## src/rtl/cpu_clock_controller.sv

```systemverilog
// CPU clock controller: turns the divided slow_clk into single-clkin-cycle cpu_en
// pulses, with run / single-step / halt control and an executed-cycle counter.
module cpu_clock_controller #(
    parameter int DEBOUNCE_CYCLES = 16,
    parameter int DB_W            = 5,
    parameter int CNT_W           = 16
) (
    input  logic             clkin,
    input  logic             clr_n,
    input  logic             slow_clk,
    input  logic             run_sw,
    input  logic             step_btn,
    input  logic             halt_req,
    output logic             cpu_en,
    output logic             running,
    output logic             halted,
    output logic [1:0]       state,
    output logic [CNT_W-1:0] cycle_count
);

    typedef enum logic [1:0] {
        IDLE      = 2'd0,
        RUN       = 2'd1,
        STEP_WAIT = 2'd2,
        HALTED    = 2'd3
    } state_t;

    localparam logic [DB_W-1:0] DB_LAST = DB_W'(DEBOUNCE_CYCLES - 1);

    // Bit order in the synchroniser: {halt_req, step_btn, run_sw, slow_clk}
    logic [3:0]       r_sync0;
    logic [3:0]       r_sync1;
    logic             r_slowPrev;
    logic             r_btnHeld;
    logic             r_btnHeldPrev;
    logic [DB_W-1:0]  r_dbCnt;
    state_t           r_state;
    logic             r_cpuEn;
    logic [CNT_W-1:0] r_count;

    state_t           w_nextState;
    logic             w_nextCpuEn;
    logic             w_slowS;
    logic             w_runS;
    logic             w_btnS;
    logic             w_haltS;
    logic             w_tick;
    logic             w_stepPress;

    assign w_slowS     = r_sync1[0];
    assign w_runS      = r_sync1[1];
    assign w_btnS      = r_sync1[2];
    assign w_haltS     = r_sync1[3];
    assign w_tick      = w_slowS & ~r_slowPrev;
    assign w_stepPress = r_btnHeld & ~r_btnHeldPrev;

    always_ff @(posedge clkin or negedge clr_n) begin
        if (!clr_n) begin
            r_sync0    <= '0;
            r_sync1    <= '0;
            r_slowPrev <= 1'b0;
        end else begin
            r_sync0    <= {halt_req, step_btn, run_sw, slow_clk};
            r_sync1    <= r_sync0;
            r_slowPrev <= w_slowS;
        end
    end

    // A new button level is accepted only after DEBOUNCE_CYCLES differing samples in a row
    always_ff @(posedge clkin or negedge clr_n) begin
        if (!clr_n) begin
            r_btnHeld     <= 1'b0;
            r_btnHeldPrev <= 1'b0;
            r_dbCnt       <= '0;
        end else begin
            r_btnHeldPrev <= r_btnHeld;
            if (w_btnS == r_btnHeld) begin
                r_dbCnt <= '0;
            end else if (r_dbCnt == DB_LAST) begin
                r_btnHeld <= w_btnS;
                r_dbCnt   <= '0;
            end else if (r_dbCnt != {DB_W{1'b1}}) begin
                r_dbCnt <= r_dbCnt + DB_W'(1);
            end
        end
    end

    always_ff @(posedge clkin or negedge clr_n) begin
        if (!clr_n) begin
            r_state <= IDLE;
            r_cpuEn <= 1'b0;
            r_count <= '0;
        end else begin
            r_state <= w_nextState;
            r_cpuEn <= w_nextCpuEn;
            if (r_cpuEn) begin
                r_count <= r_count + CNT_W'(1);
            end
        end
    end

    always_comb begin
        w_nextState = r_state;
        w_nextCpuEn = 1'b0;
        case (r_state)
            IDLE: begin
                if (w_runS) begin
                    w_nextState = RUN;
                end else if (w_stepPress) begin
                    w_nextState = STEP_WAIT;
                end
            end
            RUN: begin
                if (w_haltS) begin
                    w_nextState = HALTED;
                end else if (!w_runS) begin
                    w_nextState = IDLE;
                end else if (w_tick) begin
                    w_nextCpuEn = 1'b1;
                end
            end
            STEP_WAIT: begin
                // Extra presses here are simply not looked at, so steps never queue
                if (w_haltS) begin
                    w_nextState = HALTED;
                end else if (w_tick) begin
                    w_nextCpuEn = 1'b1;
                    w_nextState = IDLE;
                end
            end
            HALTED: begin
                if (w_stepPress && !w_runS) begin
                    w_nextState = IDLE;
                end
            end
            default: w_nextState = IDLE;
        endcase
    end

    assign cpu_en      = r_cpuEn;
    assign state       = r_state;
    assign running     = (r_state == RUN);
    assign halted      = (r_state == HALTED);
    assign cycle_count = r_count;

endmodule

```

## config.mk

```make
export PLATFORM = sky130hd
export DESIGN_NAME = cpu_clock_controller
export DESIGN_NICKNAME = d
export VERILOG_FILES = /design/src/rtl/cpu_clock_controller.sv
export SDC_FILE = /design/constraint.sdc
export NUM_CORES = 1
export LEC_CHECK = 0
export BUFFER_PORTS_ARGS = -buffer_cell sky130_fd_sc_hd__buf_2
export CORE_MARGIN = 2
export CORE_UTILIZATION = 48
export CTS_BUF_LIST = sky130_fd_sc_hd__clkbuf_16
export CTS_CLUSTER_SIZE = 20
export DETAILED_ROUTE_END_ITERATION = 6
export GPL_TIMING_DRIVEN = 1
export MAX_ROUTING_LAYER = met4
export PLACE_DENSITY = 0.73
export SYNTH_ARGS = -nofsm -noshare
export SYNTH_HDL_FRONTEND = slang
export SYNTH_SLANG_ARGS = --single-unit
```

## constraint.sdc

```tcl
create_clock -name clkin -period 1.5 [get_ports clkin]
set_clock_uncertainty 0.05 [all_clocks]
set_input_delay 0.375 -clock clkin [delete_from_list [all_inputs] [get_ports clkin]]
set_output_delay 0.375 -clock clkin [all_outputs]
set_load 0.01 [all_outputs]
```

Word level (Yosys, flattened, before mapping):

Index checks and enable logic that the tools add are counted.

* bits in latches: 0
* memories kept: 0
* output and inout bits: 21
* RAM bits: 0
* bits in registers: 35
* input port bits: 6
* bits in read-only memories: 0
* logic and storage cells: 48

* add/subtract/negate cells: 2
* equal/unequal tests: 10
* shift-type cells: 0
* multipliers: 0
* reductions and logical operators: 6
* multiplexer cells: 16
* divide/modulo/power cells: 0
* bitwise operators: 5
* order comparisons: 0

Operators by type and width (count)
* adder 16 x 1 -> 16 bit (second input constant): 1
* two-way mux 5 bit: 3
* two-way mux 2 bit: 7
* case mux 2 bit (4 select lines): 1
* != test 3 bit (second input constant): 2
* adder 5 x 1 -> 5 bit (second input constant): 1
* equality test 5 x 4 -> 1 bit (second input constant): 1
* != test 5 bit (second input constant): 1
* equality test 2 bit (second input constant): 2
* two-way mux 1 bit: 4
* AND reduction 4 bit: 1
* != test 3 x 2 -> 1 bit (second input constant): 1
* inverter 1 bit: 3
* nonzero test 3 bit: 1
* bitwise AND 1 bit: 2
* equality test 2 x 1 -> 1 bit (second input constant): 1
* logical NOT 2 bit: 1
* != test 2 x 1 -> 1 bit (second input constant): 1
* case mux 1 bit (2 select lines): 1
* AND reduction 2 bit: 1
* equality test 1 bit: 1
* logical AND 1 bit: 1
* logical NOT 1 bit: 1

Depth between registers and ports, before layout:

* depth in word-level cells: 6
* depth in mapped cells: 6
* gate-level depth less buffers: 6

Least setup slack after synthesis:

OpenSTA, ideal clock, no wires.

* path kind: register to register
* from: register r_state[1], in the netlist state[1]
* to: register r_state[0], in the netlist state[0]
* path buffers: 0
* arrival time: 1406 ps
* setup slack: -81 ps
* library setup time: 125 ps
* data required time: 1325 ps
* stages on the path, launching flop included: 6
* clock period less this slack: 1581 ps
* cells stage by stage: dfrtp_1 > inv_1 > ha_1 > a22oi_1 > o22ai_1 > mux2_2

* cells in the longest elaborated chain, start to end: 3
* elaborated cells on any way between the ends: 10
* classes of those cells: eq/ne (7); mux (1); reduce/logical (2)

Ends and longest elaborated chain
* start: declaration: line 37 `state_t r_state;`
* start signal: assignment: line 94 `r_state <= w_nextState;`
* equality test 2 x 1 -> 1 bit *
* net running: line 15 `output logic running,`
* != test 3 x 2 -> 1 bit (no source line)
* AND reduction 4 bit (no source line)

The timed path passes the listed nets; every way through them passes the cells marked *.
A chain may end at the register's enable or synchronous reset.

Worst setup path after layout:

* from: register r_state[1], in the netlist state[1]
* to: register r_state[0], in the netlist state[0]

* cells in the longest elaborated chain, start to end: 3
* elaborated cells on any way between the ends: 10
* classes of those cells: eq/ne (7); mux (1); reduce/logical (2)

Ends and longest elaborated chain
* equality test 2 bit, or another cell as far along: line 105 `case (r_state)`
* != test 3 bit (no source line), or another cell as far along
* AND reduction 4 bit (no source line)

Several ways; a longest one is shown, not always the timed one.

==> flow_summary.ini <==
[sta]
relSlewSlack = 0.726
setup_viol = 0
tightest_slew_ns = 0.408
rsz0062_at_grt = yes
report.final.slew_viol_count = 0
period_minus_slack_ns = 1.50
setup_slack_ns = 0.000291
fin_crit_sh = 1.00
worst_hold_slack_ns = 0.156
hold_viol = 0
final.setup.tns_ns = 0
clock.fmax_ghz = 0.667

[die]
num_rows = 20
start_util = 0.490
fp.dieW_um = 59.1
ios = 27
core_region_area_sq_um = 2980
die_y_um = 59.1
fp.dieArea_sq_um = 3500

[setup_path]
critPathCaptureType = flip-flop
start_kind = flip-flop
r2r_start = state[1]
path_class = reg2reg
critPathArrivalTime_ns = 1.60
cp_max_fo = 5
crit_required_ns = 1.60
slowest_stage = dfrtp_2
crit_path_max_incr_delay_ns = 0.45
crit_chain = buf_6 > ha_4 > a22oi_2 > o22ai_2 > mux2_4
worstSetupStartpoint = state[1]

[power_and_ir_drop]
max-vdd-ir-drop_mv = 0.818
fin_total_pwr_mw = 3.17
powerDensity_nw_per_um2 = 1560
power.leakage_nw = 1.02

[synth]
async_flop_share = 1.00
ys_warn_count = 0
synth-edff-count = 0
seq_area_frac_synth = 0.600
ys.flop_type = dfrtp_1
syn_inst = 116
syn_avg_cell_area_sq_um = 12.6
yosysUniqueCellTypes = 28
syn_area_sq_um = 1460
ys_ff_latch = 35
syn-num-nets = 129

[final_layout]
multi_input_area_sq_um = 627
syn_to_final_growth_pct = 38.9
final_nets = 177
drive_above_1_share = 0.424
postLayoutCoreUtil = 0.681
insertedDiodeCount = 0
final_cell_count_no_fill = 198
fillers = 214
final_area_sq_um = 2030
regArea_sq_um = 878

[drt]
num_vias = 1040
drt_wl_total_um = 2670
ant_nets = 0
firstDrtPassIters = 4
routedWlPerCell_um = 13.5
vias_per_cell = 5.25
drt_iter0_markers = 23
route.detailed.drc = 0

[worst_hold_path]
hp-class = in2reg
worstHoldStart = halt_req

[place]
pre_cts_slack_ns = -0.0896
place.gp.congestion = 0.762
dpl_cell_area_sq_um = 1720
port-buffer-count = 26
dp_hpwl_um = 1940
dp_cells = 184

[grt]
grt-ovfl-total = 0
grt_max_degree = 32
grt_use_total = 0.182
grt_pass1_wl_um = 4440
antenna_found_initial = 0
grt_pass1_vias = 1015

[clock_network]
clk_path_buf_depth = 2
cts-root-buf = clkbuf_16
htreeDepth = 2
insertion_delay_ns = 0.27
cts_made_buffers = 5
cts_tree = done
path_clk_slew_ns = 0.05
cts_sinks = 35

[status]
status = finished clean

[run]
max_cap_violations = 0
[placed cells by master (no fill, tap or decap), types with 5 or more instances in the layout]
cell type  netlist  final
clkbuf_16        0      5
buf_2            0     25
xor2_1           7      7
buf_4            0     12
xnor2_1         10     10
dfrtp_1         35     33
nand4_1          6      6
nand2_1          7      7
a21oi_1          5      5
[path summary, 6_finish.rpt]
check	end	slack (ns)	cells after the start
hold reg to reg	r_sync1[0]	0.30	0
max in group asynchronous	state[0]	0.62	3
setup reg to reg	state[0]	0.0003	5
setup / recovery	state[0]	0.0003	5
min in group asynchronous	cycle_count[4]	0.39	2
hold / removal	r_sync0[3]	0.16	1
[cells in the mapped netlist (2+ instances only)]
library cell	count	area, sq um
nand4_1	6	37.5
nand2_1	7	26.3
mux2_2	4	45.0
and3_1	2	12.5
xor2_1	7	61.3
ha_1	7	87.6
o21ai_0	3	15.0
xnor2_1	10	87.6
nor2_1	7	26.3
nand3_1	4	20.0
dfrtp_1	35	876
a21oi_1	5	25.0
inv_1	4	15.0
[layer usage]
layer | global-route usage | up-vias | share of wire | wire length (um)
li1 | - | 500 | - | -
met1 | 0.213 | 510 | 0.43 | 1160
met2 | 0.278 | 23 | 0.50 | 1340
met3 | 0.0611 | 7 | 0.043 | 116
met4 | 0.0942 | 0 | 0.021 | 55
met5 | - | - | 0 | 0
[cells by family after synthesis]
group / after synthesis / synth area share
mux: 5 / 0.0377
flops: 35 / 0.600
buf+inv: 4 / 0.0103
compound gates: 11 / 0.0420
xor+xnor: 17 / 0.102
simple gates: 37 / 0.148
fa+ha+maj: 7 / 0.0600
[what timing repair did]
item | in CTS | in global routing
endpoints found under the hold margin | 4 | 0
setup buffers | 4 | 1
gates resized for setup | 7 | 11
endpoints found under the setup margin | 4 | 9
pin swaps | 2 | 3
hold buffers | 1 | 0
[power breakdown]
part,switching [mW],internal [mW]
logic,0.333,0.404
registers,0.0910,1.03
clock network,0.363,0.950
[critical path: cells and delay by family, from the launching register on]
family | cells | cell delay (ns)
buffers and inverters | 1 | 0.14
AOI/OAI and AO/OA | 2 | 0.26
adders and majority gates | 1 | 0.15
DFF | 1 | 0.45
muxes | 1 | 0.32
[state kept, by name, indices dropped and copies added (netlist names)]
name,count
cpu_en,1
r_btnHeldPrev,1
cycle_count,16
r_sync0,4
state,2
r_btnHeld,1
r_dbCnt,5
r_slowPrev,1
r_sync1,4
[layout make-up]
cell class              instances  area share
repair buffers                 41       0.132
clock inverters                 3      0.0333
clock buffers                   5      0.0617
flip-flops and latches         35       0.433
multi-input cells              77       0.309
inverters                       4     0.00988
well taps                      33      0.0204
(Power assumes the default switching activity.)
